===== src/rtl/multi_ch_txn_fragmenter.sv =====
// Multi-channel VLSU request fragmenter: per-channel FIFOs, round-robin grant, boundary-safe bus split.
// Strided mode is built only when TXN_FRAG_STRIDED_EN is defined; otherwise every request is unit stride.
module multi_ch_txn_fragmenter #(
    parameter int unsigned NrCh        = 2,
    parameter int unsigned ReqDepth    = 2,
    parameter int unsigned AddrW       = 64,
    parameter int unsigned LenW        = 16,
    parameter int unsigned IdW         = 4,
    parameter int unsigned MaxTxnBytes = 256,
    localparam int unsigned ChW        = (NrCh > 1) ? $clog2(NrCh) : 1,
    localparam int unsigned BytesW     = $clog2(MaxTxnBytes) + 1
) (
    input  logic                       clk_i,
    input  logic                       rst_ni,
    input  logic [NrCh-1:0]            req_valid_i,
    output logic [NrCh-1:0]            req_ready_o,
    input  logic [NrCh-1:0][AddrW-1:0] req_addr_i,
    input  logic [NrCh-1:0][LenW-1:0]  req_nelem_i,
    input  logic [NrCh-1:0][1:0]       req_sew_i,
    input  logic [NrCh-1:0]            req_strd_i,
    input  logic [NrCh-1:0][AddrW-1:0] req_stride_i,
    input  logic [NrCh-1:0][IdW-1:0]   req_id_i,
    input  logic [NrCh-1:0]            stall_i,
    input  logic                       meta_full_i,
    output logic                       meta_enq_o,
    output logic                       txn_valid_o,
    input  logic                       txn_ready_i,
    output logic [AddrW-1:0]           txn_addr_o,
    output logic [BytesW-1:0]          txn_bytes_o,
    output logic [ChW-1:0]             txn_ch_o,
    output logic [IdW-1:0]             txn_id_o,
    output logic                       txn_last_seg_o,
    output logic                       txn_last_o,
    output logic [1:0]                 state_o
);

    localparam int unsigned OffW = $clog2(MaxTxnBytes);
    localparam int unsigned PtrW = $clog2(ReqDepth);
    localparam int unsigned RemW = LenW + 3;

    typedef struct packed {
`ifdef TXN_FRAG_STRIDED_EN
        logic             strd;
        logic [AddrW-1:0] stride;
`endif
        logic [AddrW-1:0] addr;
        logic [LenW-1:0]  nelem;
        logic [1:0]       sew;
        logic [IdW-1:0]   id;
    } req_t;

    typedef enum logic [1:0] {
        IDLE  = 2'd0,
        INIT  = 2'd1,
        STALL = 2'd2,
        FRAG  = 2'd3
    } state_e;

    // Handshakes: a transfer happens on any rising edge where valid and ready are both high;
    // txn_valid_o and all txn_* fields stay put until that transfer happens.
    state_e           state_q, state_d;
    logic             rdy_en_q;
    logic [NrCh-1:0]  fifo_empty;
    logic [NrCh-1:0]  push;
    logic [NrCh-1:0]  pop;
    req_t             head [NrCh];

`ifndef TXN_FRAG_STRIDED_EN
    logic unused_strided;
    assign unused_strided = ^{req_strd_i, req_stride_i};
`endif

    for (genvar c = 0; c < NrCh; c++) begin : g_fifo
        req_t            mem [ReqDepth];
        req_t            wdata;
        logic [PtrW-1:0] wr_q, rd_q;
        logic [PtrW:0]   cnt_q;

        always_comb begin
            wdata       = '0;
            wdata.addr  = req_addr_i[c];
            wdata.nelem = req_nelem_i[c];
            wdata.sew   = req_sew_i[c];
            wdata.id    = req_id_i[c];
`ifdef TXN_FRAG_STRIDED_EN
            wdata.strd   = req_strd_i[c];
            wdata.stride = req_stride_i[c];
`endif
        end

        // A full FIFO still accepts a push in the cycle its head is granted.
        assign fifo_empty[c]  = (cnt_q == '0);
        assign req_ready_o[c] = rdy_en_q && ((cnt_q != (PtrW+1)'(ReqDepth)) || pop[c]);
        assign push[c]        = req_valid_i[c] && req_ready_o[c];
        assign head[c]        = mem[rd_q];

        always_ff @(posedge clk_i or negedge rst_ni) begin
            if (!rst_ni) begin
                wr_q  <= '0;
                rd_q  <= '0;
                cnt_q <= '0;
            end else begin
                if (push[c]) wr_q <= wr_q + 1'b1;
                if (pop[c])  rd_q <= rd_q + 1'b1;
                cnt_q <= cnt_q + (PtrW+1)'(push[c]) - (PtrW+1)'(pop[c]);
            end
        end

        always_ff @(posedge clk_i) begin
            if (push[c]) mem[wr_q] <= wdata;
        end
    end

    logic [NrCh-1:0] cand;
    logic            gnt_valid;
    logic [ChW-1:0]  gnt_ch, rr_q, rr_nxt;
    req_t            gnt_req;

    assign cand = ~fifo_empty & ~stall_i;

    always_comb begin
        gnt_valid = 1'b0;
        gnt_ch    = '0;
        for (int i = 0; i < int'(NrCh); i++) begin
            if (!gnt_valid && cand[(int'(rr_q) + i) % int'(NrCh)]) begin
                gnt_valid = 1'b1;
                gnt_ch    = ChW'((int'(rr_q) + i) % int'(NrCh));
            end
        end
    end

    assign gnt_req = head[gnt_ch];
    assign rr_nxt  = (int'(gnt_ch) == int'(NrCh) - 1) ? '0 : gnt_ch + 1'b1;
    assign pop     = (state_q == IDLE && gnt_valid) ? (NrCh'(1) << gnt_ch) : '0;

    logic [ChW-1:0]   r_ch;
    logic [AddrW-1:0] r_addr;
    logic [LenW-1:0]  r_nelem;
    logic [1:0]       r_sew;
    logic [IdW-1:0]   r_id;
    logic [AddrW-1:0] cur_addr_q;
    logic [RemW-1:0]  rem_q;
    logic             first_q;
`ifdef TXN_FRAG_STRIDED_EN
    logic             r_strd;
    logic [AddrW-1:0] r_stride;
    logic [AddrW-1:0] seg_base_q;
    logic [LenW-1:0]  seg_left_q;
`endif

    logic [RemW-1:0] elem_bytes, unit_len, txn_len;
    logic [OffW:0]   room;
    logic            last_seg, last_txn, hs, ch_hold;

    assign elem_bytes = RemW'(1) << r_sew;
    assign unit_len   = RemW'(r_nelem) << r_sew;
    // Bytes left before the next MaxTxnBytes-aligned boundary.
    assign room       = (OffW+1)'(MaxTxnBytes) - (OffW+1)'(cur_addr_q[OffW-1:0]);
    assign txn_len    = (rem_q < RemW'(room)) ? rem_q : RemW'(room);
    assign last_seg   = (txn_len == rem_q);
`ifdef TXN_FRAG_STRIDED_EN
    assign last_txn   = last_seg && (seg_left_q == '0);
`else
    assign last_txn   = last_seg;
`endif
    assign hs         = (state_q == FRAG) && txn_ready_i;
    assign ch_hold    = stall_i[r_ch] || meta_full_i;

    always_comb begin
        state_d = state_q;
        case (state_q)
            IDLE:  if (gnt_valid && gnt_req.nelem != '0) state_d = INIT;
            INIT:  state_d = ch_hold ? STALL : FRAG;
            STALL: if (!ch_hold) state_d = FRAG;
            FRAG:  if (hs && last_txn) state_d = IDLE;
            default: state_d = IDLE;
        endcase
    end

    always_ff @(posedge clk_i or negedge rst_ni) begin
        if (!rst_ni) state_q <= IDLE;
        else         state_q <= state_d;
    end

    always_ff @(posedge clk_i or negedge rst_ni) begin
        if (!rst_ni) begin
            rdy_en_q   <= 1'b0;
            first_q    <= 1'b0;
            rr_q       <= '0;
            r_ch       <= '0;
            r_addr     <= '0;
            r_nelem    <= '0;
            r_sew      <= '0;
            r_id       <= '0;
            cur_addr_q <= '0;
            rem_q      <= '0;
`ifdef TXN_FRAG_STRIDED_EN
            r_strd     <= 1'b0;
            r_stride   <= '0;
            seg_base_q <= '0;
            seg_left_q <= '0;
`endif
        end else begin
            rdy_en_q <= 1'b1;
            first_q  <= (state_d == FRAG) && (state_q != FRAG);
            if (state_q == IDLE && gnt_valid) begin
                rr_q    <= rr_nxt;
                r_ch    <= gnt_ch;
                r_addr  <= gnt_req.addr;
                r_nelem <= gnt_req.nelem;
                r_sew   <= gnt_req.sew;
                r_id    <= gnt_req.id;
`ifdef TXN_FRAG_STRIDED_EN
                r_strd   <= gnt_req.strd;
                r_stride <= gnt_req.stride;
`endif
            end
            if (state_q == INIT) begin
                cur_addr_q <= r_addr;
`ifdef TXN_FRAG_STRIDED_EN
                rem_q      <= r_strd ? elem_bytes : unit_len;
                seg_base_q <= r_addr;
                seg_left_q <= r_strd ? r_nelem - 1'b1 : '0;
`else
                rem_q      <= unit_len;
`endif
            end
            if (hs) begin
                if (!last_seg) begin
                    cur_addr_q <= cur_addr_q + AddrW'(txn_len);
                    rem_q      <= rem_q - txn_len;
                end
`ifdef TXN_FRAG_STRIDED_EN
                else if (!last_txn) begin
                    seg_base_q <= seg_base_q + r_stride;
                    cur_addr_q <= seg_base_q + r_stride;
                    rem_q      <= elem_bytes;
                    seg_left_q <= seg_left_q - 1'b1;
                end
`endif
            end
        end
    end

    assign txn_valid_o    = (state_q == FRAG);
    assign txn_addr_o     = cur_addr_q;
    assign txn_bytes_o    = txn_len[BytesW-1:0];
    assign txn_ch_o       = r_ch;
    assign txn_id_o       = r_id;
    assign txn_last_seg_o = txn_valid_o && last_seg;
    assign txn_last_o     = txn_valid_o && last_txn;
    assign meta_enq_o     = txn_valid_o && first_q;
    assign state_o        = state_q;

endmodule


===== config.mk =====
export PLATFORM = sky130hd
export DESIGN_NAME = multi_ch_txn_fragmenter
export DESIGN_NICKNAME = d
export VERILOG_FILES = /design/src/rtl/multi_ch_txn_fragmenter.sv
export SDC_FILE = /design/constraint.sdc
export NUM_CORES = 1
export LEC_CHECK = 0
export ABC_AREA = 1
export CORE_UTILIZATION = 38
export CTS_BUF_LIST = sky130_fd_sc_hd__clkbuf_4 sky130_fd_sc_hd__clkbuf_8
export DETAILED_ROUTE_END_ITERATION = 12
export PLACE_DENSITY_LB_ADDON = 0.3
export SLEW_MARGIN = 10
export SYNTH_ARGS = -nofsm -noshare
export SYNTH_HDL_FRONTEND = slang
export SYNTH_SLANG_ARGS = --single-unit

===== constraint.sdc =====
create_clock -name clk_i -period 9.3 [get_ports clk_i]
set_input_delay 2.325 -clock clk_i [delete_from_list [all_inputs] [get_ports clk_i]]
set_output_delay 2.325 -clock clk_i [all_outputs]
set_load 0.05 [all_outputs]

; ---- Word-level counts from Yosys, hierarchy flattened
; Memories as Yosys holds them, arrays and structs flattened.
; Index checks and enable logic that the tools add are counted.
[word_totals]
memories = 2
output_inout_bits = 86
in_bits = 310
ramBits = 344
wordCells = 104
regBits = 183
[op_classes]
muxes = 32
bitwise = 5
addsub = 13
eq_ne = 8
n_reduce_logical = 20
order_cmp = 5
shifts = 2
[mem_list]
columns = memory, words, word_bits, rd, rd_ports_with_merged_regs, wr, line_no
row1 = g_fifo[0].mem, 2, 86, 1, 0, 1, 74  ; req_t mem [ReqDepth];
row2 = g_fifo[1].mem, 2, 86, 1, 0, 1, 74
[ops]
columns = cell, n
row1 = 86-bit 2-to-1 mux, 3
row2 = 64-bit 2-to-1 mux, 3
row3 = 19-bit 2-to-1 mux, 4
row4 = 64-bit by 19-bit adder with 64-bit output, 1
row5 = 19-bit equality test, 1
row6 = 19-bit by 9-bit less-than comparator with 1-bit output, 1
row7 = 16-bit by 2-bit left shift with 19-bit output, 1
row8 = 19-bit subtractor, 1
row9 = 1-bit 2-to-1 mux, 17
row10 = 16-bit nonzero test, 1
row11 = 1-bit logical AND, 12
row12 = 9-bit by 8-bit subtractor with 9-bit output (first input constant), 1
row13 = 2-bit 2-to-1 mux, 4
row14 = 2-bit one-hot mux with 4 select lines, 1
row15 = 1-bit adder (second input constant), 6
row16 = 2-bit equality test (second input constant), 3
row17 = 2-bit zero test, 3
row18 = 2-bit inequality test (second input constant), 3
row19 = 2-bit by 1-bit adder with 2-bit output, 2
row20 = 1-bit by 2-bit less-than comparator with 1-bit output (second input constant), 2
row21 = 2-bit NOT, 2
row22 = 2-bit by 1-bit subtractor with 2-bit output, 2
row23 = 1-bit logical OR, 3
row24 = 2-bit by 3-bit less-than comparator with 1-bit output (second input constant), 1
row25 = 7 further kinds, 7

; ---- Longest topological paths before layout
; Gate-level depths: netlist of run 1.
[logic_depth]
word_depth = 19
depth_mapped = 34
mapped_depth_nobuf = 33

; ---- Worst setup path before layout of run 1
; Ideal clock, no wire load.
[synth_timing]
path_kind = in2reg
startpoint = input port stall_i[1]
endpoint = memory g_fifo[1].mem[0][0] (netlist name) (enable)
n_path_buf = 0
cell_stages = 7
arrival_ns = 7.569
path_slack_ns = 1.200
setup_ns = 0.532
t_required_ns = 8.768
cell_sequence = nor2_2 -> nor2_2 -> nor2_4 -> nand3_1 -> a31oi_1 -> nand2_1 -> nor2_1
[synth_via]
elab_chain_cells = 15
elab_cells_between_ends = 21
classes_between = shift: 1 / mux: 12 / bitwise: 2 / reduce/logical: 6
[synth_lines]
columns = element, line_no
row1 = start: declaration, 23  ; input logic [NrCh-1:0] stall_i,
row2 = 2-bit NOT (*), 119  ; assign cand = ~fifo_empty & ~stall_i;
row3 = 2-bit bitwise AND (*), 119
row4 = 1-bit 2-to-1 mux (not written as such) (2 in series), 125  ; if (!gnt_valid && cand[(int'(rr_q) + i) % int'(NrCh)]) begin
row5 = 1-bit 2-to-1 mux, 125
row6 = 1-bit zero test, 125
row7 = 1-bit logical AND, 125
row8 = 1-bit 2-to-1 mux, 125
row9 = 1-bit by 1-bit left shift with 2-bit output / 1-bit logical AND (equally long branches), 134  ; assign pop = (state_q == IDLE && gnt_valid) ? (NrCh'(1) << gnt_ch) : '0;
row10 = 2-bit 2-to-1 mux (*), 134
row11 = 1-bit logical OR (*), 93  ; assign req_ready_o[c] = rdy_en_q && ((cnt_q != (PtrW+1)'(ReqDepth)) || pop[c]);
row12 = 1-bit logical AND (*), 93
row13 = named net req_ready_o[1], 16  ; output logic [NrCh-1:0] req_ready_o,
row14 = 1-bit logical AND (*), 94  ; assign push[c] = req_valid_i[c] && req_ready_o[c];
row15 = 1-bit 2-to-1 mux (*), 110  ; if (push[c]) mem[wr_q] <= wdata;
row16 = 1-bit 2-to-1 mux (not written as such) (*), 110
row17 = end: declaration, 74
; The timed path passes the listed nets; every way through them passes the cells marked *. The select of a mux whose other input is x is not followed.

; ---- Worst setup path after layout of run 1
[layout_timing]
startpoint = register cur_addr_q[0], in the netlist txn_addr_o[0]
endpoint = output port txn_last_seg_o
[layout_via]
elab_chain_cells = 5
[layout_lines]
columns = element, line_no
row1 = start: declaration, 141  ; logic [AddrW-1:0] cur_addr_q;
row2 = start signal: assignment, 219  ; cur_addr_q <= r_addr;
row3 = start signal: assignment, 230  ; cur_addr_q <= cur_addr_q + AddrW'(txn_len);
row4 = 9-bit by 8-bit subtractor with 9-bit output (*), 158  ; assign room = (OffW+1)'(MaxTxnBytes) - (OffW+1)'(cur_addr_q[OffW-1:0]);
row5 = 19-bit by 9-bit less-than comparator with 1-bit output, 159  ; assign txn_len = (rem_q < RemW'(room)) ? rem_q : RemW'(room);
row6 = 19-bit 2-to-1 mux (*), 159
row7 = 19-bit equality test (*), 160  ; assign last_seg = (txn_len == rem_q);
row8 = 1-bit logical AND (*), 250  ; assign txn_last_seg_o = txn_valid_o && last_seg;
row9 = end: declaration, 32  ; output logic txn_last_seg_o,
; Every way passes the cells marked *; elsewhere a longest branch is shown, timed or not.

==> results of run 1 <==
[cells in the final DEF, fill, tap and decap left out, types with 7 or more instances in the layout]
cell type        netlist  routed
nand2_1              776     775
edfxtp_1             344     344
clkdlybuf4s50_1        0     264
inv_1                230     229
dfrtp_1              183     181
nor2_1               134     129
nand3_1              122     121
o21ai_0              104     104
clkbuf_8               0     101
mux2i_1               96      96
a21oi_1               93      93
o211ai_1              49      49
o221ai_1              41      41
ha_1                  41      41
clkbuf_4               0      32
a211o_1               31      31
nand4_1               24      24
nor3_1                24      24
buf_4                  2      22
xor2_1                21      21
xnor2_1               19      19
clkinv_1               1      18
or2_2                 15      15
clkinv_2               0      14
a31oi_1               11      11
conb_1                 2      11
o21ai_1                9       9
o21ai_2                8       8
nor4_1                 7       7
nor2_4                 2       7
[critical path: stages, from the launching register on]
cell and delay (ns):
dfrtp_1 0.44, inv_1 0.12, ha_1 0.19, nand2_1 0.09, nor4_1 0.16, inv_1 0.09
nor2_1 0.09, inv_1 0.06, nor2_1 0.14, inv_1 0.07, ha_1 0.29, nand3_1 0.12
a21oi_1 0.06, nor2_1 0.11, nand4_2 0.45, o21ai_2 0.41, inv_1 0.09, ha_1 0.39
nand2_1 0.12, nor2_1 0.15, nand4_1 0.14, nor3_1 0.16, nand2_1 0.16, nor2_1 0.22
clkdlybuf4s50_1 0.85
[metal layers]
| metal | GRT usage [%] | up-vias | wire length, microns |
|---|---|---|---|
| met4 | 6.62 | 0 | 1340 |
| met2 | 37.2 | 548 | 36400 |
| met1 | 31.8 | 9547 | 34800 |
| met3 | 4.25 | 87 | 4690 |
| li1 | - | 9254 | - |
| met5 | 0 | - | 0 |
[sequential cells by signal (all words and copies together) (netlist names)]
register and count:
g_fifo.wr_q 2, first_q 1, g_fifo.mem 344, r_sew 2, g_fifo.cnt_q 4, g_fifo.rd_q 2
txn_ch_o 1, txn_id_o 4, txn_addr_o 64, state_o 2, rem_q 19, rdy_en_q 1
r_nelem 16, r_addr 64, rr_q 1
[stage by stage]
stage	util, %	cells	setup WS, ns	total power [mW]	area, sq um
finish	47.2	3760	1.09	7.96	30600
global route	47.2	3760	0.497	8.44	30600
CTS	47.2	3757	0.970	8.01	30600
detailed placement	44.1	3582	1.51	5.72	28600
global placement	44.1	3582	1.56	5.68	28600
floorplan	-	2535	1.20	4.85	25100
[worst paths after layout]
check	slack (ns)	start	endpoint	depth (start not counted)
max	1.09	txn_addr_o[0]$_DFF_PN0_	txn_last_seg_o	24
max in group asynchronous	6.19	rst_ni	r_addr[61]$_DFFE_PN0P_	2
min	0.49	r_addr[5]$_DFFE_PN0P_	r_addr[5]$_DFFE_PN0P_	1
max reg2reg	3.33	txn_addr_o[0]$_DFF_PN0_	txn_addr_o[62]$_DFF_PN0_	30
min in group asynchronous	1.70	rst_ni	r_addr[22]$_DFFE_PN0P_	1
min reg2reg	0.49	r_addr[5]$_DFFE_PN0P_	r_addr[5]$_DFFE_PN0P_	1
[final cells by class]
type / count / area share, %
flip-flops and latches: 527 / 48.8
diodes: 3 / 0.0245
clock inverters: 43 / 1.23
repair buffers: 287 / 9.22
clock buffers: 132 / 5.29
well taps: 855 / 3.50
multi-input cells: 1678 / 29.1
inverters: 235 / 2.89
[power by group through the flow]
stage                     Combinational [mW]  Clock [mW]  Sequential (mW)
after floorplan                         1.56           0             3.29
after global routing                    2.86        2.43             3.14
final                                   2.59        2.27             3.10
after CTS                               2.58        2.32             3.10
after detailed placement                2.57           0             3.15
after global placement                  2.55           0             3.13
[cells by family (layout without fill, tap and decap cells)]
| family | after synthesis | count (layout) |
|---|---|---|
| DFF | 527 | 527 |
| and+or+nand+nor | 1123 | 1123 |
| other | 2 | 14 |
| muxes | 96 | 96 |
| adders and majority gates | 43 | 43 |
| buffers and inverters | 330 | 697 |
| AOI/OAI and AO/OA | 365 | 365 |
| xor gates and xnor gates | 40 | 40 |
==> impl_metrics.csv, run 1 <==
group,metric,value,unit
sta,fin_skew,0.0268,ns
yosys,yosys.area_share.simple,18.4,%
final_layout,seq_area,0.0149,sq mm
floorplan,rows,93,
clocking,postCtsHoldBufs,0,
clocking,cts_sinks,527,
sta,hold_ws,0.493,ns
clocking,clkSlewWorstSetupHoldPaths,0.06,ns
floorplan,die_x,259,microns
clocking,htree_levels,3,
outcome,outcome,"completed",
place,dpl.hpwl,54200,microns
pwr,p_per_area,260,mW/mm^2
yosys,synthFlopType,"edfxtp_1",
floorplan,fp.coreArea,0.0648,sq mm
final_layout,fillCellCount,5983,
floorplan,boundaryPins,396,
sta,layout_min_cycle_time,8.21,ns
route,routed_wl,77300,microns
sta,slew_headroom,24.7,%
sta,tightestPinTransition,1.13,ns
yosys,syn_inst,2526,
pwr,clock_power_share,28.5,%
route,wl_per_cell,20.6,microns
floorplan,start_util,38.6,%
worst_setup_path,required,6.98,ns
route,firstDrtPassIters,6,
global_route,grt_overflow,0,
pwr,ir_worst_vdd,133,uV
sta,drv_slew,0,
yosys,synthMuxAreaShare,3.84,%
pwr,swShare,36.9,%
final_layout,fin_nets,3175,
worst_setup_path,critPathCaptureType,"output pin",
yosys,yosysSeqAreaShare,59.6,%
place,place.gp.congestion,0.949,
final_layout,multi_input_area,0.00889,sq mm
route,viasPerCell,5.17,
yosys,synth_edf_count,344,
pwr,power.switching,2.94,mW
clocking,ctsResizeCount,0,
yosys,synth_compound_area_share,9.32,%
yosys,synthAdderAreaFrac,2.21,%
hold_path,hold_class,"reg2reg",
sta,setup_tns,0,ns
sta,hold_viol_final,0,
route,vias,19400,
clocking,clockBufferDepth,3,
place,io_buffers,265,
final_layout,drive_above_1_share,8.17,%
floorplan,die_area,0.0669,sq mm
clocking,numCtsBuffers,93,
yosys,synth-seq-cells,527,
yosys,synth_top_area_share,41.3,%
worst_setup_path,worstSetupPathType,"reg2out",
yosys,synth-xor-area-share,1.40,%
clocking,clk-insertion-delay-late,0.71,ns
yosys,yosys_warnings,0,
yosys,synth_top_family_by_area,"simple AND/OR/NAND/NOR gates",
yosys,netlist_area,0.0250,sq mm
global_route,grt_pass1_vias,19000,
sta,fmax,0.122,GHz
worst_setup_path,critPathLaunchType,"flop",
worst_setup_path,cp.arrival,5.88,ns
route,drc,0,
pwr,comb_power_share,32.6,%
route,drtAntennaViolNets,0,
yosys,ys_types,53,
global_route,grtUsageTotal,23.1,%
yosys,synth_most_common_cell,"nand2_1",
final_layout,area_growth,22.2,%
yosys,synthTopCellsByArea,"edfxtp_1, dfrtp_1, nand2_1",
global_route,antenna_found_initial,4,
sta,report.final.setup_viol,0,
pwr,p_leak,13.1,nW
pwr,cellInternalPower,5.02,mW
clocking,clock_tree.root_cell,"clkbuf_8",
global_route,grt_start_max_net_pins,89,
yosys,yosysTopAreaCell,"edfxtp_1",
pwr,pwr-share-seq,39.0,%
yosys,avgSynthCellArea,9.91,sq um
floorplan,die_height,259,microns
sta,rsz0062_at_grt,"no",
route,drt-initial-drc-count,1488,
job,maxCapViolCount,0,
sta,finalCritPeriodShare,88.2,%
global_route,grt_pass1_wl,116000,microns
clocking,cts_setup_buffers,0,
yosys,synthTopCellsByCount,"nand2_1, edfxtp_1, inv_1, dfrtp_1, nor2_1",
yosys,ys_async_sr_fraction,34.7,%
worst_setup_path,cp_max_fo,18,
clocking,cts_tree,"built",
(Power assumes the default switching activity.)
==> inputs of run 2 (changes only) <==
==> constraint.sdc (replaced) <==
create_clock -name clk_i -period 9.3 [get_ports clk_i]
set_input_delay 1.395 -clock clk_i [delete_from_list [all_inputs] [get_ports clk_i]]
set_output_delay 1.395 -clock clk_i [all_outputs]
set_load 0.05 [all_outputs]
==> run 2 against run 1 <==
Non-clock buffer count shrank 2; clock skew increased by 0.0073 ns; core utilization shrank 0.12 points; wire length about the same; maximum frequency grew 12%; count of clock-buffer cells in the layout up 8; cell area is 0.26% lower; power decreased by 0.32%; register-to-register slack gained 0.26 ns; combinational power is essentially flat; highest routed layer unchanged.
==> impl_metrics.csv, run 2 (synthesis results as in run 1) <==
group,metric,value,unit
outcome,outcome,"completed",
place,io_buffers,265,
final_layout,mostFrequentLayoutCells,"nand2_1, edfxtp_1, clkdlybuf4s50_1",
global_route,grt_start_max_net_pins,80,
hold_path,hold_class,"reg2reg",
route,wl_per_cell,20.6,microns
worst_setup_path,slowest_delay,0.86,ns
clocking,clk-insertion-delay-late,0.70,ns
final_layout,area_growth,21.9,%
global_route,grt_pass1_vias,19100,
global_route,gr-max-usage-layer,"met2",
worst_setup_path,cp_max_fo,18,
clocking,numCtsBuffers,89,
route,viasPerCell,5.17,
final_layout,fin_util,47.1,%
worst_setup_path,worstSetupPathType,"reg2out",
final_layout,fin_nets,3169,
clocking,htree_levels,3,
worst_setup_path,cp.arrival,5.93,ns
final_layout,largest_reg_flops,344,
worst_setup_path,critPathLaunchType,"flop",
final_layout,largest_register,"g_fifo.mem",
worst_setup_path,critical-path-top-delay-family,"simple AND/OR/NAND/NOR gates",
route,vias,19400,
place,place.gp.congestion,0.944,
clocking,cts_setup_buffers,0,
sta,fmax,0.136,GHz
clocking,clock_tree.root_cell,"clkbuf_8",
floorplan,rows,93,
final_layout,final_common_cell,"nand2_1",
final_layout,drive_above_1_share,8.19,%
sta,rsz0062_at_grt,"no",
place,dpl.hpwl,54200,microns
worst_setup_path,reg2regPathDepth,32,
global_route,antenna_found_initial,7,
clocking,ctsResizeCount,0,
route,drtAntennaViolNets,0,
floorplan,die_height,259,microns
sta,report.final.setup_viol,0,
route,drt-initial-drc-count,1461,
floorplan,die_x,259,microns
global_route,grt_overflow,0,
pwr,p_per_area,260,mW/mm^2
floorplan,boundaryPins,396,
floorplan,die_area,0.0669,sq mm
sta,finalCritPeriodShare,78.8,%
route,routed_wl,77300,microns
worst_setup_path,crit_buf_inv,6,
sta,drv_slew,0,
global_route,grtUsageTotal,23.1,%
worst_setup_path,required,7.91,ns
worst_setup_path,critPathCaptureType,"output pin",
route,drc,0,
worst_setup_path,critical_path.slowest_cell,"clkdlybuf4s50_1",
floorplan,start_util,38.6,%
pwr,ir_worst_vdd,125,uV
clocking,postCtsHoldBufs,0,
worst_setup_path,crit_chain,"inv_1 -> ha_1 -> nand2_1 -> nor4_1 -> inv_1 -> nor2_1 -> inv_1 -> nor2_1 -> inv_1 -> ha_1 -> nand3_1 -> a21oi_1 -> nor2_1 -> nand4_2 -> o21ai_2 -> inv_1 -> ha_1 -> nand2_1 -> nor2_1 -> nand4_1 -> nor3_1 -> nand2_1 -> nor2_1 -> clkdlybuf4s50_1",
clocking,clockBufferDepth,3,
route,firstDrtPassIters,5,
clocking,clkSlewWorstSetupHoldPaths,0.06,ns
sta,hold_viol_final,0,
floorplan,fp.coreArea,0.0648,sq mm
sta,fin_skew,0.0340,ns
sta,slew_headroom,27.9,%
job,maxCapViolCount,0,
global_route,use_met1,31.9,%
global_route,use_met3,4.03,%
sta,setup_tns,0,ns
worst_setup_path,worstSetupPathDepth,24,
hold_path,hold_depth,1,
global_route,use_met2,36.6,%
clocking,cts_sinks,527,
clocking,cts_tree,"built",
sta,layout_min_cycle_time,7.33,ns
global_route,grt_pass1_wl,117000,microns
sta,tightestPinTransition,1.08,ns
pwr,p_leak,13.1,nW
[run 2: changes by cell type in the layout (fill, tap and decap cells not counted), sizes merged]
cell	change
clkinv	-15
clkbuf	+8
diode	+4
inv	+2
bufinv	-2
buf	-2
[run 2: per-layer routing]
layer | wire length, microns | vias to the layer above | part of all wire (%)
li1 | - | 9240 | -
met1 | 34700 | 9495 | 45
met2 | 36000 | 593 | 46
met3 | 4770 | 103 | 6.2
met4 | 1910 | 0 | 2.5
met5 | 0 | - | 0
[run 2: where the power goes]
group | switching [mW] | leakage [nW] | internal, mW
Clock | 0.995 | 1.02 | 1.23
Sequential | 0.237 | 5.29 | 2.87
Combinational | 1.73 | 6.76 | 0.883
Total | 2.96 | 13.1 | 4.98
[run 2: final timing paths]
check | start | endpoint | slack [ns]
min | r_addr[30]$_DFFE_PN0P_ | r_addr[30]$_DFFE_PN0P_ | 0.48
min reg2reg | r_addr[30]$_DFFE_PN0P_ | r_addr[30]$_DFFE_PN0P_ | 0.48
min in group asynchronous | rst_ni | txn_addr_o[21]$_DFF_PN0_ | 0.71
max in group asynchronous | rst_ni | g_fifo[1].rd_q$_DFFE_PN0P_ | 7.16
max reg2reg | txn_addr_o[1]$_DFF_PN0_ | txn_addr_o[54]$_DFF_PN0_ | 3.59
max | txn_addr_o[1]$_DFF_PN0_ | txn_last_o | 1.97
[run 2: final cells by class]
class | count | area, sq um
Clock inverter | 28 | 267
Sequential cell | 527 | 14900
Multi-Input combinational cell | 1678 | 8890
Timing Repair Buffer | 285 | 2810
Tap cell | 855 | 1070
Clock buffer | 140 | 1650
Fill cell | 6039 | 34300
Antenna cell | 7 | 17.5
Inverter | 235 | 883
[run 2: worst register-to-register path: cells and delay by family, from the launching register on]
kind / cells / cell delay, ns
adders and majority gates: 4 / 1.16
and+or+nand+nor: 19 / 2.78
DFF: 1 / 0.42
AOI/OAI and AO/OA: 2 / 0.68
buffers and inverters: 7 / 0.55
[run 2: through the flow]
stage | std cells | hold WS (ns) | instance area (sq um) | setup WS (ns) | total power, mW
3_3_place_gp | 3580 | 0.478 | 28600 | 2.65 | 5.71
5_1_grt | 3755 | 0.499 | 30500 | 1.48 | 8.40
2_1_floorplan | 2535 | 0.453 | 25100 | 2.13 | 4.85
4_1_cts | 3748 | 0.490 | 30500 | 1.91 | 7.98
3_5_place_dp | 3580 | 0.477 | 28600 | 2.69 | 5.73
6_report | 3755 | 0.484 | 30500 | 1.97 | 7.94
